File: src/rtl/fc_neuron_seq.sv
// fc_neuron_seq: time-multiplexed fully-connected neuron.
// Streams LANES activation/weight pairs per beat and accumulates the
// dot product over BEATS beats, then adds a bias and applies the activation.
// Build option: define FC_NEURON_SEQ_RELU_EN to clamp negative results to 0;
// otherwise the raw signed sum is presented on z.
//
// state  | meaning
// ACCUM  | accepting beats, accumulating the running dot product
// OUT    | result held on z, waiting for out_ready
module fc_neuron_seq #(
  parameter int WIDTH = 8,
  parameter int IN    = 400,
  parameter int LANES = 4,
  localparam int BEATS = (IN + LANES - 1) / LANES,
  localparam int ACC_W = 2*WIDTH + $clog2(IN) + 1
) (
  input  logic                          clk,
  input  logic                          rst,
  input  logic                          clr,
  input  logic                          in_valid,
  output logic                          in_ready,
  input  logic [LANES-1:0][WIDTH-1:0]   x,
  input  logic [LANES-1:0][WIDTH-1:0]   w,
  input  logic [2*WIDTH-1:0]            bias,
  output logic                          out_valid,
  input  logic                          out_ready,
  output logic signed [ACC_W-1:0]       z
);

  localparam int BCW = (BEATS > 1) ? $clog2(BEATS) : 1;
  localparam logic [BCW-1:0] LAST_BEAT = BCW'(BEATS - 1);

  typedef enum logic {ST_ACCUM, ST_OUT} state_t;

  state_t                    state_q, state_d;
  logic [BCW-1:0]            beat_cnt_q, beat_cnt_d;
  logic                      pvalid_q, last_q;
  logic signed [2*WIDTH-1:0] prod_q [LANES];
  logic signed [2*WIDTH-1:0] prod_d [LANES];
  logic signed [2*WIDTH-1:0] bias_q;
  logic signed [ACC_W-1:0]   acc_q, psum, fin_sum, z_d, z_q;
  logic                      accept, last_beat, fin;

  assign last_beat = (beat_cnt_q == LAST_BEAT);
  assign fin       = pvalid_q && last_q;
  assign accept    = in_valid && in_ready && !clr;
  assign beat_cnt_d = last_beat ? '0 : beat_cnt_q + 1'b1;
  assign z         = z_q;

  // State register
  always_ff @(posedge clk or posedge rst) begin
    if (rst) state_q <= ST_ACCUM;
    else     state_q <= state_d;
  end

  // Next state and handshake outputs; clr overrides everything.
  // With a single beat per frame a new beat could collide with the pending
  // result write, so in_ready also waits for the finish edge in that case.
  always_comb begin
    state_d   = state_q;
    in_ready  = 1'b0;
    out_valid = 1'b0;
    case (state_q)
      ST_ACCUM: begin
        in_ready = !rst && !((BEATS == 1) && fin);
        if (fin) state_d = ST_OUT;
      end
      ST_OUT: begin
        out_valid = 1'b1;
        if (out_ready) state_d = ST_ACCUM;
      end
      default: state_d = ST_ACCUM;
    endcase
    if (clr) state_d = ST_ACCUM;
  end

  // Lane products; lanes past the last real input are zeroed on the final beat
  always_comb begin
    for (int l = 0; l < LANES; l++) begin
      if (last_beat && (int'(beat_cnt_q) * LANES + l >= IN))
        prod_d[l] = '0;
      else
        prod_d[l] = (2*WIDTH)'($signed(x[l])) * (2*WIDTH)'($signed(w[l]));
    end
  end

  // Lane sum, final sum with bias, and activation
  always_comb begin
    psum = '0;
    for (int l = 0; l < LANES; l++) psum = psum + ACC_W'(prod_q[l]);
    fin_sum = acc_q + psum + ACC_W'(bias_q);
`ifdef FC_NEURON_SEQ_RELU_EN
    z_d = fin_sum[ACC_W-1] ? '0 : fin_sum;
`else
    z_d = fin_sum;
`endif
  end

  // Product stage, accumulator and result register
  always_ff @(posedge clk or posedge rst) begin
    if (rst) begin
      beat_cnt_q <= '0;
      pvalid_q   <= 1'b0;
      last_q     <= 1'b0;
      acc_q      <= '0;
      bias_q     <= '0;
      z_q        <= '0;
      for (int l = 0; l < LANES; l++) prod_q[l] <= '0;
    end else if (clr) begin
      beat_cnt_q <= '0;
      pvalid_q   <= 1'b0;
      last_q     <= 1'b0;
      acc_q      <= '0;
    end else begin
      pvalid_q <= accept;
      last_q   <= accept && last_beat;
      if (accept) begin
        beat_cnt_q <= beat_cnt_d;
        for (int l = 0; l < LANES; l++) prod_q[l] <= prod_d[l];
        if (last_beat) bias_q <= bias;
      end
      if (fin) begin
        z_q   <= z_d;
        acc_q <= '0;
      end else if (pvalid_q) begin
        acc_q <= acc_q + psum;
      end
    end
  end

endmodule
File: config.mk
export PLATFORM = sky130hd
export DESIGN_NAME = fc_neuron_seq
export DESIGN_NICKNAME = d
export VERILOG_FILES = /design/src/rtl/fc_neuron_seq.sv
export SDC_FILE = /design/constraint.sdc
export NUM_CORES = 1
export LEC_CHECK = 0
export ABC_CLOCK_PERIOD_IN_PS = 6100
export CAP_MARGIN = 40
export CORE_MARGIN = 4
export CORE_UTILIZATION = 30
export DETAILED_ROUTE_END_ITERATION = 7
export GPL_TIMING_DRIVEN = 1
export SLEW_MARGIN = 0
export SYNTH_ARGS = -nofsm -noshare
export SYNTH_HDL_FRONTEND = slang
export SYNTH_SLANG_ARGS = --single-unit
File: constraint.sdc
create_clock -name clk -period 6.1 [get_ports clk]
set_input_delay 1.525 -clock clk [delete_from_list [all_inputs] [get_ports clk]]
set_output_delay 1.525 -clock clk [all_outputs]
set_load 0.01 [all_outputs]
==> out/metrics.yaml, run 1 <==
outcome:
  run_status: "completed"
finish:
  fin_nets: 2817
  drive_gt1_share_pct: 7.320
  syn_to_final_growth_pct: 18.98
  layout_commonest_cell: "inv_1"
  fin_util_pct: 36.19
  diodes: 0
  fin_area_um2: 22420
  most-common-layout-cells: "inv_1, fa_1, nand2_1"
grt:
  grt_pass1_vias: 15030
  grt_pass1_wl_um: 72750
  gr-usage-all-layers_pct: 12.98
  grt_overflow: 0
  antenna_found_initial: 0
  grt_max_degree: 84
logic_synthesis:
  synthXorXnorAreaFrac_pct: 5.373
  yosysWarnings: 0
  synth_fa_ha_area_share_pct: 40.90
  synth_mux_area_share_pct: 0.1793
  ys_types: 60
  synth_compound_area_share_pct: 10.35
  synth-simple-area-share_pct: 14.21
  syn-num-nets: 2611
  syn-cell-area_um2: 18840
  yosysTopAreaCell: "fa_1"
  synth_top_family_by_area: "adder cells"
  synthArstFlopShare_pct: 100.0
  ys_seq_elements: 142
  yosysSeqAreaShare_pct: 18.86
  synth-edff-count: 0
  synth.top_cell.area_share_pct: 29.54
  synth_area_leaders: "fa_1, dfrtp_1, ha_1"
  syn_avg_cell_area_um2: 9.070
  postSynthCellCount: 2077
  ys.flop_type: "dfrtp_1"
route:
  drc: 0
  drt_wl_total_um: 42010
  vias: 13880
  ant_nets: 0
  routedWlPerCell_um: 13.41
  viasPerCell: 4.431
  firstDrtPassIters: 5
  first_iter_violations: 595
clock_tree:
  h-tree-depth: 4
  clock_sinks: 142
  cts.path.max_buffers: 2
  cts_root_buffer: "clkbuf_16"
  clkLatencyLatePin_ns: 0.43
  cts_hold_buf: 0
  clk_pin_slew_ns: 0.06
  cts_tree: "yes"
  numCtsBuffers: 17
sta:
  slew_violations: 0
  finalClockSkew_ns: 0.01189
  period_needed_ns: 5.816
  fmax_mhz: 171.9
  slew_headroom_pct: 47.14
  hold_violations: 0
  worst_slew_pin_slew_ns: 0.7729
  setup_viol: 0
  fin_crit_sh_pct: 95.34
critical_path:
  critPathArrivalTime_ns: 6.11
  cp-end-kind: "flip-flop"
  cp.required_ns: 6.40
  critPathMaxFanout: 7
  worstSetupPathType: "reg2reg"
  start_kind: "flip-flop"
die:
  die_area_um2: 66870
  start_util_pct: 30.42
  core_area_um2: 61940
  die_w_um: 258.6
  dieHeight_um: 258.6
  rows: 91
  pin_count: 113
placement:
  dp_hpwl_um: 35410
  place.gp.congestion: 0.8591
  port_buffers: 112
  placed_area_um2: 21710
worst_hold_path:
  hold_class: "reg2reg"
run:
  drv_cap: 0
[worst max-delay path, stage by stage, from the launching register on]
cell	delay (ns)
dfrtp_1	0.36
inv_1	0.12
fa_1	0.48
fa_1	0.54
fa_1	0.42
inv_1	0.07
ha_1	0.16
inv_1	0.06
fa_1	0.46
nor2b_2	0.17
o31ai_2	0.10
a21oi_2	0.20
nor2_1	0.11
xnor2_2	0.16
ha_2	0.41
nand3_1	0.11
nor4_1	0.42
o41a_1	0.34
a221o_1	0.26
nand2_1	0.09
a31oi_1	0.25
a31oi_1	0.14
xor2_1	0.16
o21ai_1	0.08
[kinds of logic after synthesis]
logic type / after synthesis
compound gates: 313
buf+inv: 508
mux: 3
fa+ha+maj: 449
flops: 142
simple gates: 548
xor+xnor: 114
[cell usage after synthesis, drive strengths merged (5+ instances only)]
library cell and number:
nor3 11, o21bai 9, and2 148, xnor2 74
a22o 27, ha 171, nand2b 38, or2 8
nand2 250, dfrtp 142, o21ai 124, a31oi 13
clkbuf 31, o41ai 6, inv 473, xor2 39
nor2 43, and3 5, a21o 25, o21a 13
a211oi 7, nand3 20, a21oi 58, fa 278
nor2b 7
[what timing repair did]
item,CTS,global route
setup buffers,0,3
endpoints found under the setup margin,0,8
resized for setup,0,15
[routing by layer]
metal / global-route usage (%) / vias to the layer above / wire (um)
met2: 22.81 / 191 / 20610
met1: 17.51 / 6826 / 19680
li1: - / 6835 / -
met3: 1.632 / 25 / 1327
met4: 2.084 / 0 / 393
met5: 0 / - / 0
[metrics by stage]
stage / hold WS (ns) / instances / setup slack (ns) / setup TNS, ns
CTS: 0.4879 / 3129 / 0.0007692 / 0
floorplan: 0.4453 / 2077 / 0.5974 / 0
global placement: 0.4668 / 3097 / -0.1042 / -0.3169
global route: 0.5067 / 3132 / -0.02725 / -0.02822
detailed placement: 0.4703 / 3098 / -0.1669 / -0.6911
finish: 0.4821 / 3132 / 0.2842 / 0
[registers in the layout (all words and copies together), names as in the netlist]
| register | flops |
|---|---|
| prod_q | 64 |
| acc_q | 26 |
| z | 26 |
| bias_q | 16 |
| beat_cnt_q | 7 |
| last_q | 1 |
| pvalid_q | 1 |
| state_q | 1 |
[final cells by class]
cell class | instances | area [um^2]
well taps | 837 | 1047
flip-flops and latches | 142 | 3553
repair buffers | 222 | 1969
inverters | 473 | 1780
fillers | 6310 | 39520
multi-input cells | 1427 | 13460
clock buffers | 19 | 442.9
clock inverters | 12 | 163.9
[path summary, 6_finish.rpt]
path	startpoint	to	slack, ns	cells past startpoint
worst max register to register	prod_q[17]$_DFFE_PP0P_	z[24]$_DFFE_PP0P_	0.28	23
worst min register to register	prod_q[29]$_DFFE_PP0P_	prod_q[29]$_DFFE_PP0P_	0.48	2
worst max-delay path	prod_q[17]$_DFFE_PP0P_	z[24]$_DFFE_PP0P_	0.28	23
max in group asynchronous	rst	prod_q[9]$_DFFE_PP0P_	3.45	4
worst min-delay path	prod_q[29]$_DFFE_PP0P_	prod_q[29]$_DFFE_PP0P_	0.48	2
min in group asynchronous	rst	z[15]$_DFFE_PP0P_	1.43	2
Power of run 1 is left out: the tool's default activity adds up to more than one toggle a clock period on the data nets, which glitch-free logic cannot reach.
==> inputs of run 2 (changes only) <==
- CTS_BUF_LIST: not set -> sky130_fd_sc_hd__clkbuf_8
==> run 2 against run 1 <==
Maximum frequency fell by 0.22%. Non-clock buffer count fell by 1. Flip-flop and latch count did not move. Die area did not move. Critical path type unchanged. Largest cell class unchanged.
==> out/metrics.yaml, run 2 (synthesized netlist as in run 1, its figures left out) <==
route:
  drt_wl_total_um: 42030  # was 42010 um
  firstDrtPassIters: 5  # unchanged
  first_iter_violations: 598  # was 595
  viasPerCell: 4.444  # was 4.431
  drc: 0  # unchanged
  routedWlPerCell_um: 13.42  # was 13.41 um
  ant_nets: 0  # unchanged
  vias: 13910  # was 13880
critical_path:
  r2r-start: "prod_q[17]$_DFFE_PP0P_"  # unchanged
  cp-end-kind: "flip-flop"  # unchanged
  reg2reg_depth: 23  # unchanged
  rr_endpoint: "z[24]$_DFFE_PP0P_"  # unchanged
  critPathArrivalTime_ns: 6.16  # was 6.11 ns
  path_common_cell: "fa_1"  # unchanged
  crit_end: "z[24]$_DFFE_PP0P_"  # unchanged
  start_kind: "flip-flop"  # unchanged
  r2r_slack_ns: 0.27  # was 0.28 ns
  cp.required_ns: 6.43  # was 6.40 ns
  critical-path-slowest-cell: "fa_1"  # unchanged
  slowest_delay_ns: 0.54  # about the same
  critPathMaxFanout: 7  # unchanged
  path_cells: "inv_1 -> fa_1 -> fa_1 -> fa_1 -> inv_1 -> ha_1 -> inv_1 -> fa_1 -> nor2b_2 -> o31ai_2 -> a21oi_2 -> nor2_1 -> xnor2_2 -> ha_2 -> nand3_1 -> nor4_1 -> o41a_1 -> a221o_1 -> nand2_1 -> a31oi_1 -> a31oi_1 -> xor2_1 -> o21ai_1"  # unchanged
  worstSetupPathType: "reg2reg"  # unchanged
  cp-startpoint: "prod_q[17]$_DFFE_PP0P_"  # unchanged
placement:
  placed_area_um2: 21710  # unchanged
  place.gp.congestion: 0.8591  # unchanged
  dpl.cell_count: 3098  # unchanged
  dp_hpwl_um: 35410  # unchanged
  port_buffers: 112  # unchanged
finish:
  multi_input_area_um2: 13460  # unchanged
  fin_area_um2: 22210  # was 22420 um^2
  layout_commonest_cell: "inv_1"  # unchanged
  fill_cells: 6317  # was 6310
  diodes: 0  # unchanged
  fin_nets: 2816  # was 2817
  layoutNonFillerInstCount: 3131  # was 3132
  fin_util_pct: 35.86  # was 36.19%
  largest_register_ffs: 64  # unchanged
  top_register: "prod_q"  # unchanged
  drive_gt1_share_pct: 7.280  # was 7.320%
  most-common-layout-cells: "inv_1, fa_1, nand2_1"  # unchanged
  syn_to_final_growth_pct: 17.91  # was 18.98%
  regArea_um2: 3553  # unchanged
die:
  die_area_um2: 66870  # unchanged
  pin_count: 113  # unchanged
  core_area_um2: 61940  # unchanged
  die_w_um: 258.6  # unchanged
  rows: 91  # unchanged
  dieHeight_um: 258.6  # unchanged
  start_util_pct: 30.42  # unchanged
clock_tree:
  h-tree-depth: 4  # unchanged
  cts_hold_buf: 0  # unchanged
  cts.path.max_buffers: 2  # unchanged
  cts_tree: "yes"  # unchanged
  clk_pin_slew_ns: 0.08  # was 0.06 ns
  clkLatencyLatePin_ns: 0.47  # was 0.43 ns
  clock_sinks: 142  # unchanged
  numCtsBuffers: 17  # unchanged
  cts_root_buffer: "clkbuf_8"  # was clkbuf_16
grt:
  grt_pass1_wl_um: 72650  # was 72750 um
  grt_overflow: 0  # unchanged
  antenna_found_initial: 0  # unchanged
  gr-usage-all-layers_pct: 12.96  # was 12.98%
  grt_pass1_vias: 15020  # was 15030
  grt_max_degree: 84  # unchanged
outcome:
  run_status: "completed"  # unchanged
sta:
  finalClockSkew_ns: 0.02184  # was 0.01189 ns
  period_needed_ns: 5.829  # was 5.816 ns
  hold_violations: 0  # unchanged
  fin_crit_sh_pct: 95.55  # was 95.34%
  slew_headroom_pct: 47.08  # was 47.14%
  whs_ns: 0.4870  # was 0.4821 ns
  slew_violations: 0  # unchanged
  fmax_mhz: 171.6  # was 171.9 MHz
  setup_viol: 0  # unchanged
  worst_slew_pin_slew_ns: 0.7738  # was 0.7729 ns
run:
  drv_cap: 0  # unchanged
worst_hold_path:
  hold_class: "reg2reg"  # unchanged
  min_from: "prod_q[29]$_DFFE_PP0P_"  # unchanged
  min_path_cells: 2  # unchanged
[run 2: cell type report]
class / instances / area share, %
Inverter: 473 / 8.015
Tap cell: 837 / 4.714
Multi-Input combinational cell: 1427 / 60.58
Clock inverter: 13 / 0.7548
Timing Repair Buffer: 221 / 8.821
Clock buffer: 18 / 1.115
Sequential cell: 142 / 16.00
[run 2: repair_timing]
item                                    CTS  global route
resized for setup                         0            14
endpoints found under the setup margin    0             7
endpoints found under the hold margin     0             0
setup buffers                             0             2
[run 2: routing by layer]
layer / GRT usage, % / share of wire [%]
met3: 1.603 / 2.9
met2: 22.81 / 49
met1: 17.51 / 47
met4: 1.994 / 0.84
met5: 0 / 0
[run 2: critical path, delay by kind of cell, from the launching register on]
kind,cells,cell delay [ns]
adder cells (fa/ha/maj),6,2.47
AO/OA/AOI/OAI,7,1.36
flip-flops,1,0.37
XOR/XNOR,2,0.32
AND/OR/NAND/NOR,5,0.91
buffers and inverters,3,0.24
[run 2: worst min-delay path by stage]
stage               slack (ns)                endpoint
floorplan                 0.45  prod_q[48]$_DFFE_PP0P_
global placement          0.47        z[9]$_DFFE_PP0P_
detailed placement        0.47   bias_q[5]$_DFFE_PP0P_
CTS                       0.49   bias_q[5]$_DFFE_PP0P_
global route              0.51       z[25]$_DFFE_PP0P_
finish                    0.49  prod_q[29]$_DFFE_PP0P_
[run 2: through the flow]
step	TNS (ns)	setup slack, ns
6_report	0	0.2713
5_1_grt	-0.01589	-0.009424
4_1_cts	0	0.01177
3_5_place_dp	-0.6911	-0.1669
3_3_place_gp	-0.3169	-0.1042
2_1_floorplan	0	0.5974
Power of run 2 is left out for the same reason.
